[src/rtl/doodle_motion.sv]
// Per-frame doodle kinematics: gravity, platform bounce, camera scroll and game over.
// Optional DOODLE_WRAP_EN: horizontal position wraps around the screen instead of clamping.
module doodle_motion #(
  parameter int SCREEN_W = 1024,
  parameter int SCREEN_H = 768,
  parameter int FLOOR_Y  = 767,
  parameter int DOODLE_H = 80,
  parameter int DOODLE_W = 100,
  parameter int START_X  = 462,
  parameter int TOP_Y    = 200,
  parameter int JUMP_V   = -20,
  parameter int GRAVITY  = 1,
  parameter int MAX_FALL = 15,
  parameter int H_SPEED  = 6,
  parameter int LAND_TOL = 30
) (
  input  logic              clk,
  input  logic              rst,
  input  logic              frame_tick,
  input  logic              btn_left,
  input  logic              btn_right,
  input  logic [9:0]        ground_y,
  input  logic [9:0]        ground_x,
  output logic [10:0]       doodle_x,
  output logic [9:0]        doodle_y,
  output logic signed [7:0] velocity,
  output logic              bounce,
  output logic              scroll_valid,
  output logic [7:0]        scroll_dy,
  output logic              game_over
);

  typedef enum logic [1:0] {S_RISE, S_FALL, S_DEAD} state_t;

  localparam logic signed [11:0] L_DH     = 12'(DOODLE_H);
  localparam logic signed [11:0] L_TOL    = 12'(LAND_TOL);
  localparam logic signed [11:0] L_TOP    = 12'(TOP_Y);
  localparam logic signed [11:0] L_BOTTOM = 12'(SCREEN_H - 1);
  localparam logic signed [7:0]  L_MF     = 8'(MAX_FALL);
  localparam logic signed [7:0]  L_G      = 8'(GRAVITY);

  state_t             r_state;
  logic [10:0]        r_x;
  logic [9:0]         r_y;
  logic signed [7:0]  r_vel;
  logic               r_bounce;
  logic               r_scroll_valid;
  logic [7:0]         r_scroll_dy;
  logic               r_game_over;
  logic               r_floor_armed;

  logic signed [11:0] w_y;
  logic signed [11:0] w_g;
  logic signed [11:0] w_ny;
  logic signed [7:0]  w_vel_nx;
  logic               w_land;
  logic               w_die;
  logic               w_unused_gx;

  function automatic logic [7:0] sat_u8(input logic signed [11:0] v);
    if (v > 12'sd255)     return 8'hFF;
    else if (v < 12'sd0)  return 8'h00;
    else                  return v[7:0];
  endfunction

  function automatic logic [10:0] step_x(input logic [10:0] x, input logic l, input logic r);
    int xi;
    xi = int'({21'b0, x});
`ifdef DOODLE_WRAP_EN
    if (l && !r)      xi = (xi < H_SPEED) ? xi + SCREEN_W - H_SPEED : xi - H_SPEED;
    else if (r && !l) xi = (xi + H_SPEED > SCREEN_W - 1) ? xi + H_SPEED - SCREEN_W : xi + H_SPEED;
`else
    if (l && !r)      xi = (xi < H_SPEED) ? 0 : xi - H_SPEED;
    else if (r && !l) xi = (xi + H_SPEED > SCREEN_W - DOODLE_W) ? SCREEN_W - DOODLE_W : xi + H_SPEED;
`endif
    return 11'(xi);
  endfunction

  assign w_unused_gx = ^ground_x;

  // Everything below is evaluated from pre-tick register values.
  assign w_y      = $signed({2'b00, r_y});
  assign w_g      = $signed({2'b00, ground_y});
  assign w_ny     = w_y + $signed({{4{r_vel[7]}}, r_vel});
  assign w_vel_nx = (r_vel >= L_MF) ? L_MF : r_vel + L_G;

  // The floor only catches the doodle until it has stood on a real platform.
  assign w_land = (r_state == S_FALL) && (w_y + L_DH <= w_g + L_TOL) && (w_ny + L_DH >= w_g) &&
                  !((ground_y == 10'(FLOOR_Y)) && !r_floor_armed);
  assign w_die  = (w_ny + L_DH > L_BOTTOM);

  always_ff @(posedge clk) begin
    if (rst) begin
      r_state        <= S_FALL;
      r_x            <= 11'(START_X);
      r_y            <= 10'(FLOOR_Y - DOODLE_H);
      r_vel          <= 8'sd0;
      r_bounce       <= 1'b0;
      r_scroll_valid <= 1'b0;
      r_scroll_dy    <= 8'd0;
      r_game_over    <= 1'b0;
      r_floor_armed  <= 1'b1;
    end else begin
      r_bounce       <= 1'b0;
      r_scroll_valid <= 1'b0;
      if (frame_tick && (r_state != S_DEAD)) begin
        r_x   <= step_x(r_x, btn_left, btn_right);
        r_vel <= w_vel_nx;
        case (r_state)
          S_FALL: begin
            if (w_land) begin
              r_y      <= ground_y - 10'(DOODLE_H);
              r_vel    <= 8'(JUMP_V);
              r_bounce <= 1'b1;
              r_state  <= S_RISE;
              if (ground_y != 10'(FLOOR_Y)) r_floor_armed <= 1'b0;
            end else if (w_die) begin
              r_state     <= S_DEAD;
              r_game_over <= 1'b1;
            end else begin
              r_y <= w_ny[9:0];
            end
          end
          S_RISE: begin
            if (w_ny < L_TOP) begin
              r_y            <= 10'(TOP_Y);
              r_scroll_dy    <= sat_u8(L_TOP - w_ny);
              r_scroll_valid <= 1'b1;
            end else begin
              r_y <= w_ny[9:0];
            end
            r_state <= w_vel_nx[7] ? S_RISE : S_FALL;
          end
          default: ;
        endcase
      end
    end
  end

  assign doodle_x     = r_x;
  assign doodle_y     = r_y;
  assign velocity     = r_vel;
  assign bounce       = r_bounce;
  assign scroll_valid = r_scroll_valid;
  assign scroll_dy    = r_scroll_dy;
  assign game_over    = r_game_over;

endmodule

[config.mk]
export PLATFORM = sky130hd
export DESIGN_NAME = doodle_motion
export DESIGN_NICKNAME = d
export VERILOG_FILES = /design/src/rtl/doodle_motion.sv
export SDC_FILE = /design/constraint.sdc
export NUM_CORES = 1
export LEC_CHECK = 0
export CORE_MARGIN = 10
export CORE_UTILIZATION = 55
export DETAILED_ROUTE_END_ITERATION = 6
export PLACE_DENSITY = 0.91
export SYNTH_ARGS = -nofsm -noshare
export SYNTH_HDL_FRONTEND = slang
export SYNTH_SLANG_ARGS = --single-unit
[constraint.sdc]
create_clock -name clk -period 8.4 [get_ports clk]
set_input_delay 1.26 -clock clk [delete_from_list [all_inputs] [get_ports clk]]
set_output_delay 1.26 -clock clk [all_outputs]
set_load 0.02 [all_outputs]
[After elaboration in Yosys (flattened, before gate mapping)]
Cells that the tools add are included.
Operators by class
  add/sub/neg operators: 9
  order comparisons: 9
  equality and inequality tests: 6
  muxes and demuxes: 19
  bitwise gates (word level): 4
  reductions and logical operators: 22
Operators with widths (number)
  2-to-1 mux 11 bit: 4
  2-to-1 mux 8 bit: 5
  2-to-1 mux 10 bit: 3
  case mux 10 bit (2 select lines): 1
  adder 11 x 3 -> 12 bit, second input constant: 1
  adder 11 x 8 -> 12 bit: 1
  adder 12 x 8 -> 12 bit, second input constant: 1
  >= comparator 12 x 11 -> 1 bit: 1
  greater-than comparator 12 x 10 -> 1 bit, second input constant: 1
  greater-than comparator 12 x 11 -> 1 bit, second input constant: 1
  greater-than comparator 12 x 9 -> 1 bit, second input constant: 1
  < comparator 12 x 1 -> 1 bit, second input constant: 1
  < comparator 12 x 9 -> 1 bit, second input constant: 1
  subtractor 9 x 12 -> 12 bit, first input constant: 1
  adder 10 x 5 -> 11 bit, second input constant: 1
  adder 10 x 7 -> 11 bit, second input constant: 1
  less-or-equal comparator 11 bit: 1
  < comparator 11 x 3 -> 1 bit, second input constant: 1
  subtractor 11 x 3 -> 11 bit, second input constant: 1
  == test 10 bit, second input constant: 1
  != test 10 bit, second input constant: 1
  subtractor 10 x 7 -> 10 bit, second input constant: 1
  AND reduction 3 bit: 3
  adder 8 x 2 -> 8 bit, second input constant: 1
  other kinds (15): 34
Storage, ports and cells
  register bits after elaboration: 43
  word-level logic and storage cells: 78

[Depth between registers and ports, before layout]
Gate-level depths: netlist of the first run.
  word-level depth: 7
  mapped depth: 22
  mapped depth without buffers: 21

[Worst setup path before layout of the first run]
Ideal clock, no wire load.
  path kind: flip-flop to flip-flop
  start point: register r_vel[0], in the netlist velocity[0]
  end point: register r_y[3], in the netlist doodle_y[3]
  library setup time: 0.120 ns
  data arrival time: 4.389 ns
  data required time: 8.280 ns
  path slack: 3.891 ns
  stages on the path, launching flop included: 21
  buffers on the path: 0
  period minus slack after synthesis: 4.509 ns
  cell sequence: dfxtp_1 -> ha_1 -> inv_1 -> fa_1 -> nor2b_1 -> o21a_1 -> o21a_1 -> nor2_1 -> ha_1 -> or4_1 -> o211ai_1 -> xnor2_1 -> ha_1 -> a211oi_1 -> o21ai_0 -> a31oi_1 -> o21bai_1 -> o2111a_1 -> a211oi_4 -> a2111oi_1 -> a211o_1
On the way
  word-level cells in the longest chain between the ends: 7
Ends and longest elaborated chain
  start, declared: RTL line 45  | logic signed [7:0] r_vel;
  start signal, assigned: RTL line 108  | r_vel <= w_vel_nx;
  start signal, assigned: RTL line 113  | r_vel <= 8'(JUMP_V);
  adder 11 x 8 -> 12 bit *: RTL line 84  | assign w_ny = w_y + $signed({{4{r_vel[7]}}, r_vel});
  adder 12 x 8 -> 12 bit: RTL line 88, 90
  >= comparator 12 x 11 -> 1 bit: RTL line 88  | assign w_land = (r_state == S_FALL) && (w_y + L_DH <= w_g + L_TOL) && (w_ny + L_DH >= w_g) &&
  logical AND 1 bit (2 in series): RTL line 88
  != test 3 bit (no line) or 2-to-1 mux 10 bit (tied branches)
  AND reduction 3 bit (no line) or case mux 10 bit (2 select lines) (tied branches)
  end signal, assigned: RTL line 96  | r_y <= 10'(FLOOR_Y - DOODLE_H);
  end signal, assigned: RTL line 112  | r_y <= ground_y - 10'(DOODLE_H);
  end signal, assigned: RTL line 121  | r_y <= w_ny[9:0];
  end, declared: RTL line 44  | logic [9:0] r_y;
Mark *: on every way between the ends. The rest lies on a longest branch, timed or not. The select of a mux whose other input is x is not followed.
A chain may end at the register's enable or synchronous reset.

[Final worst setup path of the first run]
  start point: input port ground_y[4]
  end point: register r_y[2], in the netlist doodle_y[2]
On the way
  word-level cells in the longest chain between the ends: 7
Ends and longest elaborated chain
  start, declared: RTL line 22  | input logic [9:0] ground_y,
  adder 10 x 5 -> 11 bit: RTL line 88
  less-or-equal comparator 11 bit: RTL line 88
  logical AND 1 bit (2 in series): RTL line 88
  logical AND 1 bit *: RTL line 88
  != test 3 bit (no line) or 2-to-1 mux 10 bit (tied branches)
  AND reduction 3 bit (no line) or case mux 10 bit (2 select lines) (tied branches)
Mark *: on every way between the ends. The rest lies on a longest branch, timed or not.

==> results of run 1 <==
## sequential cells by signal, indices dropped and copies added (netlist names)
name and flops:
bounce 1, doodle_x 10, doodle_y 10, game_over 1
r_floor_armed 1, r_state 2, scroll_dy 8, scroll_valid 1
velocity 8
## per-layer routing
metal  share of wire  wire, microns  vias up  track usage
met3           0.090           1170       47       0.0494
met2            0.46           5970      254        0.350
met4           0.035            454        0       0.0859
li1                -              -     2201            -
met1            0.41           5320     2114        0.260
met5               0              0        -            0
## placed cells by master (no fill, tap or decap), types with 7 or more instances in the layout
cell type and count:
clkdlybuf4s50_1 53, a21oi_1 48, o21ai_0 48, ha_1 45
nor2_1 44, nand2_1 42, dfxtp_1 42, inv_1 38
xnor2_1 27, nor3_1 18, nand3_1 16, a211oi_1 14
nand2b_1 10, a31oi_1 10, o21a_1 9, nor2b_1 8
xor2_1 7, or3_1 7
## cells in the mapped netlist, types with 4 or more instances
cell type / instances
o21a_1: 9
xnor2_1: 27
a211o_1: 4
or3_1: 7
inv_1: 38
dfxtp_1: 42
a31oi_1: 10
ha_1: 45
nor2_1: 44
a21boi_0: 4
clkbuf_1: 20
xor2_1: 7
a211oi_1: 14
o22ai_1: 6
nor2b_1: 8
o21ai_0: 48
nand3_1: 16
or2_2: 4
nand4_1: 6
a21oi_1: 48
nand2_1: 42
a21o_1: 5
nor4_1: 5
o211ai_1: 6
nor3_1: 18
nand2b_1: 10
and3_1: 4
o31ai_1: 5
a2111oi_0: 4
## how the worst max path moves through the flow
stage | slack (ns) | end | from | cells after the start
2_1_floorplan | 3.89 | doodle_y[3] | velocity[0] | 20
3_3_place_gp | 2.76 | doodle_y[3] | ground_y[4] | 16
3_5_place_dp | 2.66 | doodle_y[2] | ground_y[4] | 16
4_1_cts | 2.99 | doodle_y[2] | ground_y[4] | 16
5_1_grt | 2.56 | doodle_y[2] | ground_y[1] | 17
6_report | 2.83 | doodle_y[2] | ground_y[4] | 16
## power groups by stage
stage | clock (mW) | combinational [mW] | sequential, mW
5_1_grt | 0.151 | 1.51 | 0.310
2_1_floorplan | 0 | 0.990 | 0.314
3_5_place_dp | 0 | 1.33 | 0.306
4_1_cts | 0.142 | 1.34 | 0.301
3_3_place_gp | 0 | 1.28 | 0.304
6_report | 0.144 | 1.37 | 0.306
## metrics by stage
step,power [mW],hold slack (ns)
after floorplan,1.30,0.429
after global placement,1.58,0.439
after detailed placement,1.63,0.443
after CTS,1.78,0.458
after global routing,1.97,0.494
final,1.82,0.461
## cell type report
class / count / share of cell area
multi-input cells: 470 / 0.645
flip-flops and latches: 42 / 0.171
clock inverters: 1 / 0.00178
inverters: 39 / 0.0297
clock buffers: 7 / 0.0175
repair buffers: 54 / 0.109
well taps: 102 / 0.0259
## critical path, cell delays in order
cell and delay [ns]:
clkdlybuf4s50_1 0.54, inv_1 0.15, ha_1 0.22, a21oi_1 0.26
xnor2_1 0.17, ha_1 0.27, a21o_1 0.18, a21oi_1 0.13
nor2b_1 0.06, a2111oi_0 0.51, nand3b_1 0.15, a21oi_1 0.28
o2111a_1 0.65, a211oi_4 0.22, a2111oi_0 0.52, o21ai_0 0.16
## kinds of logic after synthesis
kind of cell	after synthesis	synth area share
AO/OA/AOI/OAI	205	0.317
AND/OR/NAND/NOR	180	0.209
adder cells (fa/ha/maj)	46	0.137
XOR/XNOR	35	0.0735
multiplexers	3	0.00703
other	1	0.000878
buffers and inverters	63	0.0592
flip-flops	42	0.197
==> flow_metrics.env, run 1 <==
export IMPL_status="complete, no violations"
export IMPL_placed_area_sq_um=4830
export IMPL_drtPass1Iterations=5
export IMPL_synthArstFlopShare=0
export IMPL_skew_ns=0.0106
export IMPL_cp_max_fo=16
export IMPL_initial_core_util=0.558
export IMPL_rsz0062_at_grt="false"
export IMPL_finalWorstSetupSlack_ns=2.83
export IMPL_end_kind="flop"
export IMPL_viasPerCell=6.46
export IMPL_combPwrFrac=0.753
export IMPL_slew_violations=0
export IMPL_p_int_mw=0.858
export IMPL_gp_congestion=0.949
export IMPL_whs_endpoint="r_floor_armed"
export IMPL_setup_tns_final_ns=0
export IMPL_rrSetupSlack_ns=3.11
export IMPL_worstMarginPinSlew_ns=1.22
export IMPL_vdd_ir_drop_max_v=0.000300
export IMPL_ys_warn_count=0
export IMPL_die_x_microns=108
export IMPL_hpwl_mm=9.79
export IMPL_yosysTopAreaCell="dfxtp_1"
export IMPL_drive_gt1_frac=0.0294
export IMPL_hold_start="r_floor_armed"
export IMPL_regArea_sq_um=841
export IMPL_worstPathRequired_ns=8.57
export IMPL_p_per_area_nw_per_um2=369
export IMPL_fmax_ghz=0.180
export IMPL_cts_tree="done"
export IMPL_synth_cells=575
export IMPL_start_kind="primary input"
export IMPL_nFillCells=660
export IMPL_cts_root_buf="clkbuf_8"
export IMPL_fin_util=0.644
export IMPL_clk_pin_slew_worst_paths_ns=0.09
export IMPL_r2r_cells=20
export IMPL_dp_cells=707
export IMPL_overflow=0
export IMPL_die_h_microns=108
export IMPL_stdcell_count=715
export IMPL_power_switching_mw=0.960
export IMPL_hold_buffers=0
export IMPL_insertion_delay_ns=0.31
export IMPL_synth_edff_count=0
export IMPL_pwr_share_clk=0.079
export IMPL_gr_usage_all_layers=0.212
export IMPL_n_antenna_cell=0
export IMPL_synth_nets=646
export IMPL_synth_flop_cell="dfxtp_1"
export IMPL_die_area_sq_um=11700
export IMPL_cts_buffers=5
export IMPL_yosys_cell_types_count=70
export IMPL_switching_share=0.528
export IMPL_finalCriticalPeriod_ns=5.57
export IMPL_maxCapViolations=0
export IMPL_drtIter0Drc=449
export IMPL_grt_pass1_wl_mm=20.8
export IMPL_syn_area_per_cell_sq_um=7.43
export IMPL_multi_input_comb_area_sq_um=3180
export IMPL_pin_count=65
export IMPL_min_path_cells=2
export IMPL_dp_slack_ns=2.66
export IMPL_cts_sinks=42
export IMPL_netlist_area_sq_um=4270
export IMPL_drt_total_wl_mm=12.9
export IMPL_crit_type="primary input to flop"
export IMPL_r2r_end="doodle_y[3]"
export IMPL_p_seq_frac=0.168
export IMPL_design_core_area_sq_um=7650
export IMPL_num_rows=32
export IMPL_vias=4616
export IMPL_numPortBuffers=53
export IMPL_hold_viol_final=0
export IMPL_cts_buffer_depth=2
export IMPL_hold_class="flop to flop"
export IMPL_nNetsFinal=683
export IMPL_post_drt_wl_per_cell_microns=18.1
export IMPL_crit_arrival_ns=5.74
export IMPL_htreeDepth=2
export IMPL_setup_violations=0
export IMPL_p_leak_nw=1.99
export IMPL_fin_crit_sh=0.663
export IMPL_antenna_found_initial=0
export IMPL_grt_max_degree=27
export IMPL_cts_repair_resized=0
export IMPL_ys_ff_latch=42
export IMPL_stdcell_area_sq_um=4920
export IMPL_post_cts_buffers=0
export IMPL_synth_area_leaders="dfxtp_1 (20%), ha_1 (13%), a21oi_1 (5.6%)"
export IMPL_slew_headroom=0.180
export IMPL_syn_to_final_growth_pct=15.3
export IMPL_reg2reg_from="velocity[0]"
export IMPL_drc_errors=0
export IMPL_synth_yosys_seq_area_share=0.197
export IMPL_grt_pass1_vias=4312
export IMPL_synth_top_area_share=0.197
export IMPL_ant_nets=0
Power figures use the tool's default switching activity.
==> run 2: changes to the inputs <==
--- a/config.mk
+++ b/config.mk
@@ -6,9 +6,9 @@
 export NUM_CORES = 1
 export LEC_CHECK = 0
 export CORE_MARGIN = 10
-export CORE_UTILIZATION = 55
+export CORE_UTILIZATION = 50
 export DETAILED_ROUTE_END_ITERATION = 6
-export PLACE_DENSITY = 0.91
+export PLACE_DENSITY = 0.88
 export SYNTH_ARGS = -nofsm -noshare
 export SYNTH_HDL_FRONTEND = slang
 export SYNTH_SLANG_ARGS = --single-unit
==> constraint.sdc (replaced) <==
create_clock -name clk -period 4.9 [get_ports clk]
set_input_delay 0.735 -clock clk [delete_from_list [all_inputs] [get_ports clk]]
set_output_delay 0.735 -clock clk [all_outputs]
set_load 0.02 [all_outputs]
==> run 2 against run 1 <==
Sequential power up 58%. Non-clock buffer count up 30. Utilization down 1.7 points. Critical path type is now flop to flop. Critical endpoint unchanged. Largest cell class unchanged. Largest power group unchanged. Highest routed layer unchanged.
==> flow_metrics.env, run 2 (same netlist as run 1, synthesis figures left out) <==
export IMPL_status="complete, no violations"
export IMPL_min_path_cells=2
export IMPL_pin_count=65
export IMPL_design_core_area_sq_um=8260
export IMPL_p_int_mw=1.66
export IMPL_grt_pass1_wl_mm=21.4
export IMPL_cts_buffer_depth=2
export IMPL_antenna_found_initial=0
export IMPL_power_mw=3.42
export IMPL_start_kind="flop"
export IMPL_htreeDepth=2
export IMPL_end_kind="flop"
export IMPL_overflow=0
export IMPL_die_x_microns=112
export IMPL_gp_congestion=1.02
export IMPL_cp_max_fo=6
export IMPL_clk_pin_slew_worst_paths_ns=0.09
export IMPL_drive_gt1_frac=0.0839
export IMPL_setup_violations=0
export IMPL_rsz0062_at_grt="false"
export IMPL_crit_arrival_ns=4.87
export IMPL_fin_crit_sh=0.962
export IMPL_p_per_area_nw_per_um2=661
export IMPL_skew_ns=0.00834
export IMPL_switching_share=0.514
export IMPL_r2r_cells=20
export IMPL_stdcell_area_sq_um=5180
export IMPL_p_leak_nw=2.14
export IMPL_hold_class="flop to flop"
export IMPL_stdcell_count=749
export IMPL_combPwrFrac=0.793
export IMPL_slew_headroom=0.380
export IMPL_drc_errors=0
export IMPL_drtIter0Drc=494
export IMPL_power_switching_mw=1.76
export IMPL_cts_root_buf="clkbuf_8"
export IMPL_nNetsFinal=714
export IMPL_ant_nets=0
export IMPL_vdd_ir_drop_max_v=0.000384
export IMPL_p_seq_frac=0.142
export IMPL_die_area_sq_um=12600
export IMPL_initial_core_util=0.517
export IMPL_slew_violations=0
export IMPL_placed_area_sq_um=5050
export IMPL_drt_total_wl_mm=13.5
export IMPL_syn_to_final_growth_pct=21.2
export IMPL_fmax_ghz=0.212
export IMPL_layout_commonest_cell="clkdlybuf4s50_1"
export IMPL_grt_max_degree=25
export IMPL_die_h_microns=112
export IMPL_hold_viol_final=0
export IMPL_n_antenna_cell=0
export IMPL_crit_type="flop to flop"
export IMPL_numPortBuffers=53
export IMPL_cts_tree="done"
export IMPL_maxCapViolations=0
export IMPL_finalCriticalPeriod_ns=4.72
export IMPL_cts_buffers=5
export IMPL_num_rows=33
export IMPL_worstMarginPinSlew_ns=0.927
export IMPL_dp_cells=739
export IMPL_hpwl_mm=10.4
export IMPL_gr_usage_all_layers=0.195
export IMPL_grt_pass1_vias=4457
export IMPL_viasPerCell=6.40
export IMPL_post_drt_wl_per_cell_microns=18.0
export IMPL_cts_sinks=42
export IMPL_pwr_share_clk=0.065
export IMPL_drtPass1Iterations=7
export IMPL_insertion_delay_ns=0.29
export IMPL_vias=4791
export IMPL_final_cell_mix="clkdlybuf4s50_1 (53), o21ai_0 (48), a21oi_1 (47)"
export IMPL_worstPathRequired_ns=5.05
==> run 2: what timing repair did <==
action / in CTS / in global routing
hold buffers: 0 / 0
setup buffers: 0 / 1
endpoints found under the hold margin: 0 / 0
endpoints found under the setup margin: 0 / 16
gates resized for setup: 0 / 8
==> run 2: critical path, cell delays in order, from the launching register on <==
cell and delay [ns]:
dfxtp_1 0.36, ha_1 0.20, inv_1 0.07, fa_1 0.41
nor2b_2 0.16, o21a_1 0.16, o21a_1 0.11, nor2_1 0.06
ha_1 0.24, or4_1 0.52, o211ai_1 0.15, xnor2_1 0.11
ha_1 0.21, a211oi_1 0.21, o21ai_0 0.12, a31oi_1 0.19
o21bai_2 0.12, o2111ai_1 0.36, nor2_1 0.22, a2111oi_0 0.46
o21ai_0 0.14
==> run 2: path summary, 6_finish.rpt <==
check / startpoint / endpoint / slack [ns]
hold reg to reg: r_floor_armed / r_floor_armed / 0.46
hold / removal: r_floor_armed / r_floor_armed / 0.46
setup / recovery: doodle_y[0] / doodle_y[2] / 0.18
setup reg to reg: doodle_y[0] / doodle_y[2] / 0.18
==> run 2: through the flow <==
step / setup TNS [ns] / util / hold slack (ns) / worst slack, ns
floorplan: 0 / - / 0.429 / 0.391
global placement: 0 / 0.612 / 0.440 / 0.0765
detailed placement: -0.137 / 0.612 / 0.445 / -0.0500
CTS: 0 / 0.622 / 0.459 / 0.107
global route: 0 / 0.627 / 0.485 / 0.0115
finish: 0 / 0.627 / 0.465 / 0.184
==> run 2: area by class of cell <==
type | instances | area [sq um]
multi-input combinational | 471 | 3210
fill | 711 | 3080
sequential | 42 | 841
timing repair buffer | 84 | 763
inverter | 39 | 146
tap | 105 | 131
clock buffer | 6 | 72.6
clock inverter | 2 | 13.8
==> run 2: power groups by stage <==
stage               Clock [mW]  Sequential [mW]  Combinational (mW)
detailed placement           0            0.488                2.52
CTS                      0.225            0.482                2.54
floorplan                    0            0.539                1.70
global route             0.240            0.491                2.94
finish                   0.222            0.485                2.72
global placement             0            0.485                2.44
==> run 2: layer usage <==
layer | GRT usage | part of all wire | up-vias
met4 | 0.0778 | 0.031 | 0
met3 | 0.0447 | 0.091 | 40
li1 | - | - | 2273
met5 | 0 | 0 | -
met1 | 0.234 | 0.40 | 2227
met2 | 0.329 | 0.48 | 251
